`src/rtl/usb_spiflash_responder.sv`:
```
// SPI-slave model of a serial NOR flash, backed by an external byte RAM.
// Ports: clk/reset (async low); spi_csel/clk/mosi/miso (mode 0 bus);
//   mem_addr/mem_rd_data/mem_wr_en/mem_wr_data (sync RAM);
//   busy/wel (SR1 mirrors); last_cmd (last complete opcode).
module usb_spiflash_responder #(
   parameter int ADDR_BITS    = 20,
   parameter int PAGE_SIZE    = 256,
   parameter int SECTOR_SIZE  = 4096,
   parameter int PROG_CYCLES  = 64,
   parameter int ERASE_CYCLES = 256
) (
   input  logic                 clk,
   input  logic                 reset,
   input  logic                 spi_csel,
   input  logic                 spi_clk,
   input  logic                 spi_mosi,
   output logic                 spi_miso,
   output logic [ADDR_BITS-1:0] mem_addr,
   input  logic [7:0]           mem_rd_data,
   output logic                 mem_wr_en,
   output logic [7:0]           mem_wr_data,
   output logic                 busy,
   output logic                 wel,
   output logic [7:0]           last_cmd
);
   localparam int AB = ADDR_BITS;
   localparam int PB = $clog2(PAGE_SIZE);
   localparam int SB = $clog2(SECTOR_SIZE);
   localparam int CW = $clog2(SECTOR_SIZE + ERASE_CYCLES + PROG_CYCLES + 1);

   localparam logic [3:0] S_IDLE   = 4'd0;
   localparam logic [3:0] S_CMD    = 4'd1;
   localparam logic [3:0] S_ADDR   = 4'd2;
   localparam logic [3:0] S_DUMMY  = 4'd3;
   localparam logic [3:0] S_RDATA  = 4'd4;
   localparam logic [3:0] S_WDATA  = 4'd5;
   localparam logic [3:0] S_STATUS = 4'd6;
   localparam logic [3:0] S_IGNORE = 4'd7;
   localparam logic [3:0] S_EFILL  = 4'd8;
   localparam logic [3:0] S_BWAIT  = 4'd9;

   logic [1:0]       r_cs_s, r_ck_s, r_mo_s;
   logic             r_cs_d, r_ck_d;
   logic [3:0]       r_state, r_bg;
   logic [4:0]       r_bits;
   logic [6:0]       r_sh;
   logic [7:0]       r_cmd, r_tx, r_rd_buf, r_wr_data;
   logic [AB-1:0]    r_addr, r_mem_addr;
   logic [AB-SB-1:0] r_base;
   logic [CW-1:0]    r_cnt;
   logic [1:0]       r_fetch;
   logic             r_wr_en, r_miso, r_busy, r_wel;
   logic             r_set, r_clr, r_wrote, r_arm;

   logic             w_cs, w_ck, w_mo, w_rise, w_fall, w_cs_rise;
   logic [7:0]       w_byte, w_stat;
   logic [AB-1:0]    w_addr_nxt;
   logic [PB-1:0]    w_pg;

   assign w_cs       = r_cs_s[1];
   assign w_ck       = r_ck_s[1];
   assign w_mo       = r_mo_s[1];
   assign w_rise     = w_ck & ~r_ck_d;
   assign w_fall     = ~w_ck & r_ck_d;
   assign w_cs_rise  = w_cs & ~r_cs_d;
   assign w_byte     = {r_sh, w_mo};
   assign w_stat     = {6'b0, r_wel, r_busy};
   assign w_addr_nxt = {r_addr[AB-2:0], w_mo};
   assign w_pg       = r_addr[PB-1:0] + PB'(1);

   always_ff @(posedge clk or negedge reset) begin
      if (!reset) begin
         r_cs_s <= 2'b11; r_ck_s <= 2'b00; r_mo_s <= 2'b00;
         r_cs_d <= 1'b1;  r_ck_d <= 1'b0;
      end else begin
         r_cs_s <= {r_cs_s[0], spi_csel};
         r_ck_s <= {r_ck_s[0], spi_clk};
         r_mo_s <= {r_mo_s[0], spi_mosi};
         r_cs_d <= w_cs;
         r_ck_d <= w_ck;
      end
   end

   always_ff @(posedge clk or negedge reset) begin
      if (!reset) begin
         r_state <= S_IDLE; r_bg <= S_IDLE; r_bits <= '0; r_sh <= '0;
         r_cmd <= '0; r_tx <= '0; r_rd_buf <= '0; r_wr_data <= '0;
         r_addr <= '0; r_mem_addr <= '0; r_base <= '0; r_cnt <= '0;
         r_fetch <= '0; r_wr_en <= 1'b0; r_miso <= 1'b0;
         r_busy <= 1'b0; r_wel <= 1'b0;
         r_set <= 1'b0; r_clr <= 1'b0; r_wrote <= 1'b0; r_arm <= 1'b0;
      end else begin
         r_wr_en <= 1'b0;
         // RAM returns data one clk after it registers mem_addr
         r_fetch <= {r_fetch[0], 1'b0};
         if (r_fetch[1]) r_rd_buf <= mem_rd_data;
         case (r_bg)
            S_EFILL: begin
               r_wr_en    <= 1'b1;
               r_wr_data  <= 8'hFF;
               r_mem_addr <= {r_base, r_cnt[SB-1:0]};
               if (r_cnt == CW'(SECTOR_SIZE - 1)) begin
                  r_bg  <= S_BWAIT;
                  r_cnt <= CW'(ERASE_CYCLES - 1);
               end else r_cnt <= r_cnt + CW'(1);
            end
            S_BWAIT: begin
               if (r_cnt == '0) begin
                  r_busy <= 1'b0;
                  r_bg   <= S_IDLE;
               end else r_cnt <= r_cnt - CW'(1);
            end
            default: ;
         endcase
         if (w_cs) begin
            r_state <= S_IDLE; r_bits <= '0; r_miso <= 1'b0;
            r_set <= 1'b0; r_clr <= 1'b0; r_wrote <= 1'b0; r_arm <= 1'b0;
            if (w_cs_rise) begin
               if (r_wrote) begin
                  r_busy <= 1'b1; r_wel <= 1'b0; r_bg <= S_BWAIT;
                  r_cnt  <= CW'(PROG_CYCLES - 1);
               end else if (r_arm) begin
                  r_busy <= 1'b1; r_wel <= 1'b0; r_bg <= S_EFILL;
                  r_cnt  <= '0;   r_base <= r_addr[AB-1:SB];
               end else if (r_set) r_wel <= 1'b1;
               else if (r_clr) r_wel <= 1'b0;
            end
         end else begin
            if (r_state == S_IDLE) r_state <= S_CMD;
            if (w_fall) begin
               // bit count 0 on a falling edge marks a byte start
               if (r_state == S_RDATA && r_bits == '0) begin
                  r_tx       <= r_rd_buf;
                  r_miso     <= r_rd_buf[7];
                  r_mem_addr <= r_addr;
                  r_addr     <= r_addr + AB'(1);
                  r_fetch    <= {r_fetch[0], 1'b1};
               end else if (r_state == S_STATUS && r_bits == '0) begin
                  r_tx   <= w_stat;
                  r_miso <= w_stat[7];
               end else if (r_state == S_RDATA || r_state == S_STATUS) begin
                  r_tx   <= {r_tx[6:0], 1'b0};
                  r_miso <= r_tx[6];
               end else r_miso <= 1'b0;
            end
            if (w_rise) begin
               r_sh   <= w_byte[6:0];
               r_bits <= r_bits + 5'd1;
               case (r_state)
                  S_IDLE, S_CMD: begin
                     if (r_bits == 5'd7) begin
                        r_bits <= '0;
                        r_cmd  <= w_byte;
                        if (r_busy && w_byte != 8'h05) r_state <= S_IGNORE;
                        else begin
                           case (w_byte)
                              8'h06: begin r_set <= 1'b1; r_state <= S_IGNORE; end
                              8'h04: begin r_clr <= 1'b1; r_state <= S_IGNORE; end
                              8'h05: r_state <= S_STATUS;
                              8'h03, 8'h0B, 8'h02, 8'h20: r_state <= S_ADDR;
                              default: r_state <= S_IGNORE;
                           endcase
                        end
                     end
                  end
                  S_ADDR: begin
                     r_addr <= w_addr_nxt;
                     if (r_bits == 5'd23) begin
                        r_bits <= '0;
                        case (r_cmd)
                           8'h03: begin
                              r_mem_addr <= w_addr_nxt;
                              r_addr     <= w_addr_nxt + AB'(1);
                              r_fetch    <= {r_fetch[0], 1'b1};
                              r_state    <= S_RDATA;
                           end
                           8'h0B: r_state <= S_DUMMY;
                           8'h02: r_state <= S_WDATA;
                           default: begin
                              r_arm   <= r_wel;
                              r_state <= S_IGNORE;
                           end
                        endcase
                     end
                  end
                  S_DUMMY: begin
                     if (r_bits == 5'd7) begin
                        r_bits     <= '0;
                        r_mem_addr <= r_addr;
                        r_addr     <= r_addr + AB'(1);
                        r_fetch    <= {r_fetch[0], 1'b1};
                        r_state    <= S_RDATA;
                     end
                  end
                  S_RDATA, S_STATUS: if (r_bits == 5'd7) r_bits <= '0;
                  S_WDATA: begin
                     if (r_bits == 5'd7) begin
                        r_bits <= '0;
                        if (r_wel) begin
                           r_wr_en    <= 1'b1;
                           r_wr_data  <= w_byte;
                           r_mem_addr <= r_addr;
                           r_addr     <= {r_addr[AB-1:PB], w_pg};
                           r_wrote    <= 1'b1;
                        end
                     end
                  end
                  default: r_bits <= '0;
               endcase
            end
         end
      end
   end

   assign spi_miso    = r_miso;
   assign mem_addr    = r_mem_addr;
   assign mem_wr_en   = r_wr_en;
   assign mem_wr_data = r_wr_data;
   assign busy        = r_busy;
   assign wel         = r_wel;
   assign last_cmd    = r_cmd;
endmodule
```
`config.mk`:
```
export PLATFORM = sky130hd
export DESIGN_NAME = usb_spiflash_responder
export DESIGN_NICKNAME = d
export VERILOG_FILES = /design/src/rtl/usb_spiflash_responder.sv
export SDC_FILE = /design/constraint.sdc
export NUM_CORES = 1
export LEC_CHECK = 0
export ABC_AREA = 1
export ABC_CLOCK_PERIOD_IN_PS = 2200
export CORE_MARGIN = 1
export CORE_UTILIZATION = 60
export DETAILED_ROUTE_END_ITERATION = 8
export PLACE_DENSITY = 0.81
export SLEW_MARGIN = 40
export SYNTH_ARGS = -nofsm -noshare
export SYNTH_HDL_FRONTEND = slang
export SYNTH_SLANG_ARGS = --single-unit
```
`constraint.sdc`:
```
create_clock -name clk -period 2.2 [get_ports clk]
set_clock_uncertainty 0.15 [all_clocks]
set_input_delay 0.44 -clock clk [delete_from_list [all_inputs] [get_ports clk]]
set_output_delay 0.44 -clock clk [all_outputs]
set_load 0.05 [all_outputs]
```
# [Yosys cells after proc, flatten, opt, wreduce, memory -nomap -nowiden]
# Cells that the tools add are included.
[word_totals] regBits=130 in_bits=13 out_inout_bits=40 wordCells=208
[classes] add_sub_neg=6 eq_ne=25 muxes=109 n_bitwise=8 n_reduce_logical=33
[ops] operator="$mux 20" n=18
[ops] operator="$pmux 20 s3" n=2
[ops] operator="$mux 13" n=6
[ops] operator="$mux 1" n=50
[ops] operator="$mux 4" n=12
[ops] operator="$mux 8" n=6
[ops] operator="$add 20x1->20 const B" n=2
[ops] operator="$eq 8x2->1 const B" n=4
[ops] operator="$pmux 13 s2" n=1
[ops] operator="$eq 8x3->1 const B" n=3
[ops] operator="$mux 7" n=3
[ops] operator="$mux 5" n=4
[ops] operator="$reduce_bool 2->1" n=10
[ops] operator="$eq 8x4->1 const B" n=2
[ops] operator="$reduce_and 4->1" n=4
[ops] operator="$add 13x1->13 const B" n=1
[ops] operator="$eq 13x12->1 const B" n=1
[ops] operator="$logic_not 13->1" n=1
[ops] operator="$sub 13x1->13 const B" n=1
[ops] operator="$eq 4x3->1 const B" n=3
[ops] operator="$pmux 4 s3" n=1
[ops] operator="$pmux 5 s2" n=1
[ops] operator="$reduce_and 5->1" n=2
[ops] operator="$pmux 3 s3" n=1
[ops] operator="other kinds (30)" n=42

# [Longest topological paths before layout]
[depth] ltp_word=9 depth_mapped=15 depth_no_buf=15

# [Least setup slack after synthesis]
# Ideal clock, no wire load.
[synth_timing] path_kind="register to register" startpoint="reg r_cmd[3], in the netlist last_cmd[3]" endpoint="reg r_addr[3]" setup_ps=120 t_arrival_ps=1758 t_required_ps=1930 slack_ps=172 path_stages_with_launch=13 path_buffers=0 period_less_slack_ps=2028 path_cell_list="dfrtp_1 nor2_1 nand3_1 nor2_1 nand3_1 inv_2 nand2_1 nand3_1 nand2_1 nand2_1 nand2_1 nand2_1 nand2_1"
[synth_between] elab_chain_len=5
[synth_rtl] item="from (decl)" line="47" source="logic [7:0] r_cmd, r_tx, r_rd_buf, r_wr_data;"
[synth_rtl] item="from (signal assigned)" line="153" source="r_cmd <= w_byte;"
[synth_rtl] item="$eq 8x2->1" line="170" source="case (r_cmd)"
[synth_rtl] item="$mux 20" line="170"
[synth_rtl] item="$mux 20" line="168" source="if (r_bits == 5'd23) begin"
[synth_rtl] item="$pmux 20 s3" line="149" source="case (r_state)"
[synth_rtl] item="$mux 20" line="146" source="if (w_rise) begin"
[synth_rtl] item="to (signal assigned)" line="167" source="r_addr <= w_addr_nxt;"
[synth_rtl] item="to (signal assigned)" line="173" source="r_addr <= w_addr_nxt + AB'(1);"
[synth_rtl] item="to (signal assigned)" line="190" source="r_addr <= r_addr + AB'(1);"
[synth_rtl] item="to (decl)" line="48" source="logic [AB-1:0] r_addr, r_mem_addr;"
# No other way between the ends.
# A chain may end at the register's enable or synchronous reset.

# [Worst setup path in the final report]
[layout_timing] startpoint="reg r_bits[1]" endpoint="reg r_mem_addr[4], in the netlist mem_addr[4]"
[layout_between] elab_chain_len=9 word_cells_on_any_way=14 cone_classes="eq/ne: 2; mux: 10; reduce/logical: 2"
[layout_rtl] item="from (decl)" line="45" source="logic [4:0] r_bits;"
[layout_rtl] item="from (signal assigned)" line="148" source="r_bits <= r_bits + 5'd1;"
[layout_rtl] item="$logic_not 5->1" line="132" source="if (r_state == S_RDATA && r_bits == '0) begin"
[layout_rtl] item="$logic_and 1x1->1" line="132"
[layout_rtl] item="$mux 20" line="132"
[layout_rtl] item="$mux 20" line="130" source="if (w_fall) begin"
[layout_rtl] item="$mux 20, on equally long branches" line="199, 170"
[layout_rtl] item="$mux 20, on equally long branches" line="197, 168"
[layout_rtl] item="$pmux 20 s3" line="149"
[layout_rtl] item="$mux 20 (*)" line="146"
[layout_rtl] item="$mux 20 (*)" line="115" source="if (w_cs) begin"
[layout_rtl] item="to (signal assigned)" line="135" source="r_mem_addr <= r_addr;"
[layout_rtl] item="to (signal assigned)" line="172" source="r_mem_addr <= w_addr_nxt;"
[layout_rtl] item="to (signal assigned)" line="202" source="r_mem_addr <= r_addr;"
[layout_rtl] item="to (decl)" line="48"
# Every way passes the cells marked *; elsewhere a longest branch is shown, timed or not.

==> results.py <==
metrics = {
    "synthesis": {
        "synth_top_cell_by_area": "dfrtp_1",
        "synth_commonest_cells": "433 x nand2_1, 127 x dfrtp_1, 121 x inv_1, 116 x nor2_1, 107 x nand3_1",
        "synth_area_leaders": "dfrtp_1 38%, nand2_1 19%, nand3_1 6.4%",
        "dominantRegCellSynth": "dfrtp_1",
        "synth-seq-cells": 130,
        "synth-async-reset-ratio_pct": 100,
        "synth_edf_count": 0,
        "synth_fp_nets": 1284,
        "syn_inst": 1265,
        "synth.avg_cell_area_sq_um": 6.64,
        "syn_area_sq_mm": 0.00840,
        "yosysWarnings": 0,
        "ys_types": 43,
        "synth_top_area_share_pct": 37.8,
        "synth.yosys.seq_area_share_pct": 38.8,
        "synth_most_common_cell": "nand2_1",
    },
    "final_layout": {
        "drive_gt1_share_pct": 17.9,
        "finalNetCount": 1411,
        "syn_to_final_growth_pct": 30.5,
        "instances_no_fill": 1581,
        "fill_cells": 893,
        "num_antenna_cells": 0,
    },
    "flow_run": {
        "cap_violations": 0,
    },
    "die": {
        "fp-row-count": 42,
        "start_util_pct": 62.4,
        "die_w_um": 120,
        "core_sq_mm": 0.0135,
        "die_area_sq_mm": 0.0145,
        "die_h_um": 120,
        "io_pins": 53,
    },
    "sta": {
        "fmax_ghz": 0.442,
        "setup_viol": 25,
        "finalHoldViolCount": 0,
        "worst_pin_slew_ps": 541,
        "slew_headroom_pct": 63.8,
        "hold_ws_ps": 203,
        "maxSlewViolCount": 0,
        "fin_crit_ps": 2260,
        "rsz0062_at_grt": "true",
        "fin_crit_sh_pct": 103,
        "timing.final.ws_setup_ps": -60.8,
    },
    "power_and_ir_drop": {
        "p_comb_share_pct": 15.6,
        "clock_power_share_pct": 43.8,
        "p_per_area_mw_per_mm2": 599,
        "ir_drop_v": 0.000614,
        "p_leak_uw": 0.00564,
        "intPower_uw": 4450,
        "switching_share_pct": 32.3,
        "seq_power_share_pct": 40.7,
        "p_sw_uw": 2120,
    },
    "route": {
        "drc": 0,
        "via_per_inst": 6.07,
        "wl_per_cell_um": 17.7,
        "drt_iter0_markers": 1273,
        "ant_nets": 0,
        "drt-total-wl_um": 28000,
        "drtPass1Iterations": 6,
        "vias": 9602,
    },
    "cts": {
        "htree_levels": 4,
        "cts_tree": "done",
        "clock_path_buffers": 2,
        "cts-buffers-inserted": 17,
        "path_clk_slew_ps": 70,
        "cts_sinks": 130,
        "root_buffer": "clkbuf_16",
        "clk_latency_ps": 440,
    },
    "grt": {
        "grt-ovfl-total": 0,
        "grt_pass1_vias": 8457,
        "grt_pass1_wl_um": 41000,
        "antenna_found_initial": 0,
        "grt_max_degree": 52,
        "track_usage_pct": 36.0,
    },
    "worst_setup_path": {
        "end_kind": "register",
        "required_ps": 2370,
        "critPathLaunchType": "register",
        "cp_slowest_cell": "dfrtp_1",
        "path_cells": "ha_4 -> nand2_4 -> buf_6 -> nor2_4 -> nand2_4 -> o21ai_4 -> nand3_4 -> inv_2 -> o21ai_4 -> nand2_8 -> nand2_8 -> nand2_2 -> nand2_2",
        "crit_fanout": 6,
        "slowest_delay_ps": 430,
        "crit_type": "reg2reg",
        "arrival_ps": 2430,
    },
    "hold_path": {
        "hold_class": "reg2reg",
    },
    "place": {
        "place_congestion": 0.986,
        "dpl.hpwl_um": 17400,
        "port_buffers": 52,
        "dp.cells": 1524,
    },
    "run_status": {
        "violations": "negative setup slack",
        "status": "complete, but fails checks",
    },
}
==> power groups by stage <==
| stage | clock network, uW | logic, uW | registers [uW] |
|---|---|---|---|
| after floorplan | 0 | 600 | 2660 |
| after global placement | 0 | 903 | 2700 |
| after detailed placement | 0 | 917 | 2700 |
| after CTS | 2870 | 929 | 2660 |
| after global routing | 2980 | 1130 | 2690 |
| final | 2880 | 1020 | 2670 |
==> per-layer routing <==
layer	global-route usage, %	part of all wire [%]	wire length [um]
met2	58.0	47	13300
met3	6.32	10	2930
met1	47.6	38	10600
met5	0	0	0
met4	15.6	4.2	1170
==> metrics by stage <==
stage	utilization, %	power (uW)	worst slack (ps)	area (sq um)	TNS, ps
after global routing	81.5	6790	-152	11000	-3550
after detailed placement	71.3	3620	-51.3	9590	-736
final	81.5	6570	-60.8	11000	-794
after CTS	75.8	6460	-10.0	10200	-15.9
after global placement	71.3	3600	-294	9590	-2590
after floorplan	-	3260	172	8400	0
==> repair_timing <==
action,4_1_cts,5_1_grt
pin swaps,0,44
hold buffers,1,0
hold endpoints to repair,48,0
setup buffers,0,14
cloned,0,10
resized for setup,24,132
endpoints found under the setup margin,50,71
==> kinds of logic after synthesis <==
family	synth area share (%)
adders and majority gates	0.894
buffers and inverters	8.50
DFF	38.8
and+or+nand+nor	36.4
AOI/OAI and AO/OA	12.9
muxes	0.804
xor gates and xnor gates	1.67
==> cell usage in the layout (no fill, tap or decap), types with 7 or more instances in the layout <==
cell	count
a21oi_1	38
o211ai_1	8
dlymetal6s2s_1	14
clkdlybuf4s50_1	19
o21ai_1	14
buf_6	14
nor3_1	11
o21ai_0	96
inv_2	15
nand2_4	10
nand2_8	7
nand4_1	21
buf_12	7
nand3_2	8
nand2_1	392
nor2_1	110
clkbuf_16	22
nand3_1	98
xor2_1	16
inv_1	118
buf_4	73
inv_6	8
dfrtp_1	125
nor2_4	9
o22ai_1	28
nand2_2	33
dlygate4sd2_1	16
==> sequential cells by signal, indices dropped and copies added, names as in the netlist, 2 cells and up <==
signal and cells:
r_tx 7, r_fetch 2, r_addr 20, r_sh 7
r_bg 4, last_cmd 8, r_cnt 13, r_mo_s 2
r_rd_buf 8, mem_wr_data 8, mem_addr 20, r_bits 5
r_base 8, r_cs_s 2, r_state 4, r_ck_s 2
==> critical path, delay by kind of cell, from the launching register on <==
| family | cells | cell delay [ps] |
|---|---|---|
| compound gates | 2 | 280 |
| fa+ha+maj | 1 | 190 |
| buf+inv | 2 | 230 |
| flops | 1 | 430 |
| simple gates | 8 | 860 |
==> worst paths after layout <==
check / from / end / slack [ps] / depth (start not counted)
min in group asynchronous: reset / r_cnt[6] / 390 / 2
max reg2reg: r_bits[1] / mem_addr[4] / -60 / 13
min reg2reg: r_mo_s[0] / r_mo_s[1] / 200 / 0
min: r_mo_s[0] / r_mo_s[1] / 200 / 0
max in group asynchronous: reset / r_cs_d / 850 / 3
max: r_bits[1] / mem_addr[4] / -60 / 13
==> layout make-up <==
class / count / area (sq um) / share of cell area [%]
clock buffers: 17 / 425 / 3.88
clock inverters: 15 / 158 / 1.44
inverters: 137 / 519 / 4.74
multi-input cells: 956 / 4890 / 44.6
flip-flops and latches: 130 / 3260 / 29.7
well taps: 176 / 220 / 2.01
repair buffers: 150 / 1490 / 13.6
No activity file was read; power rests on OpenSTA's default activity.
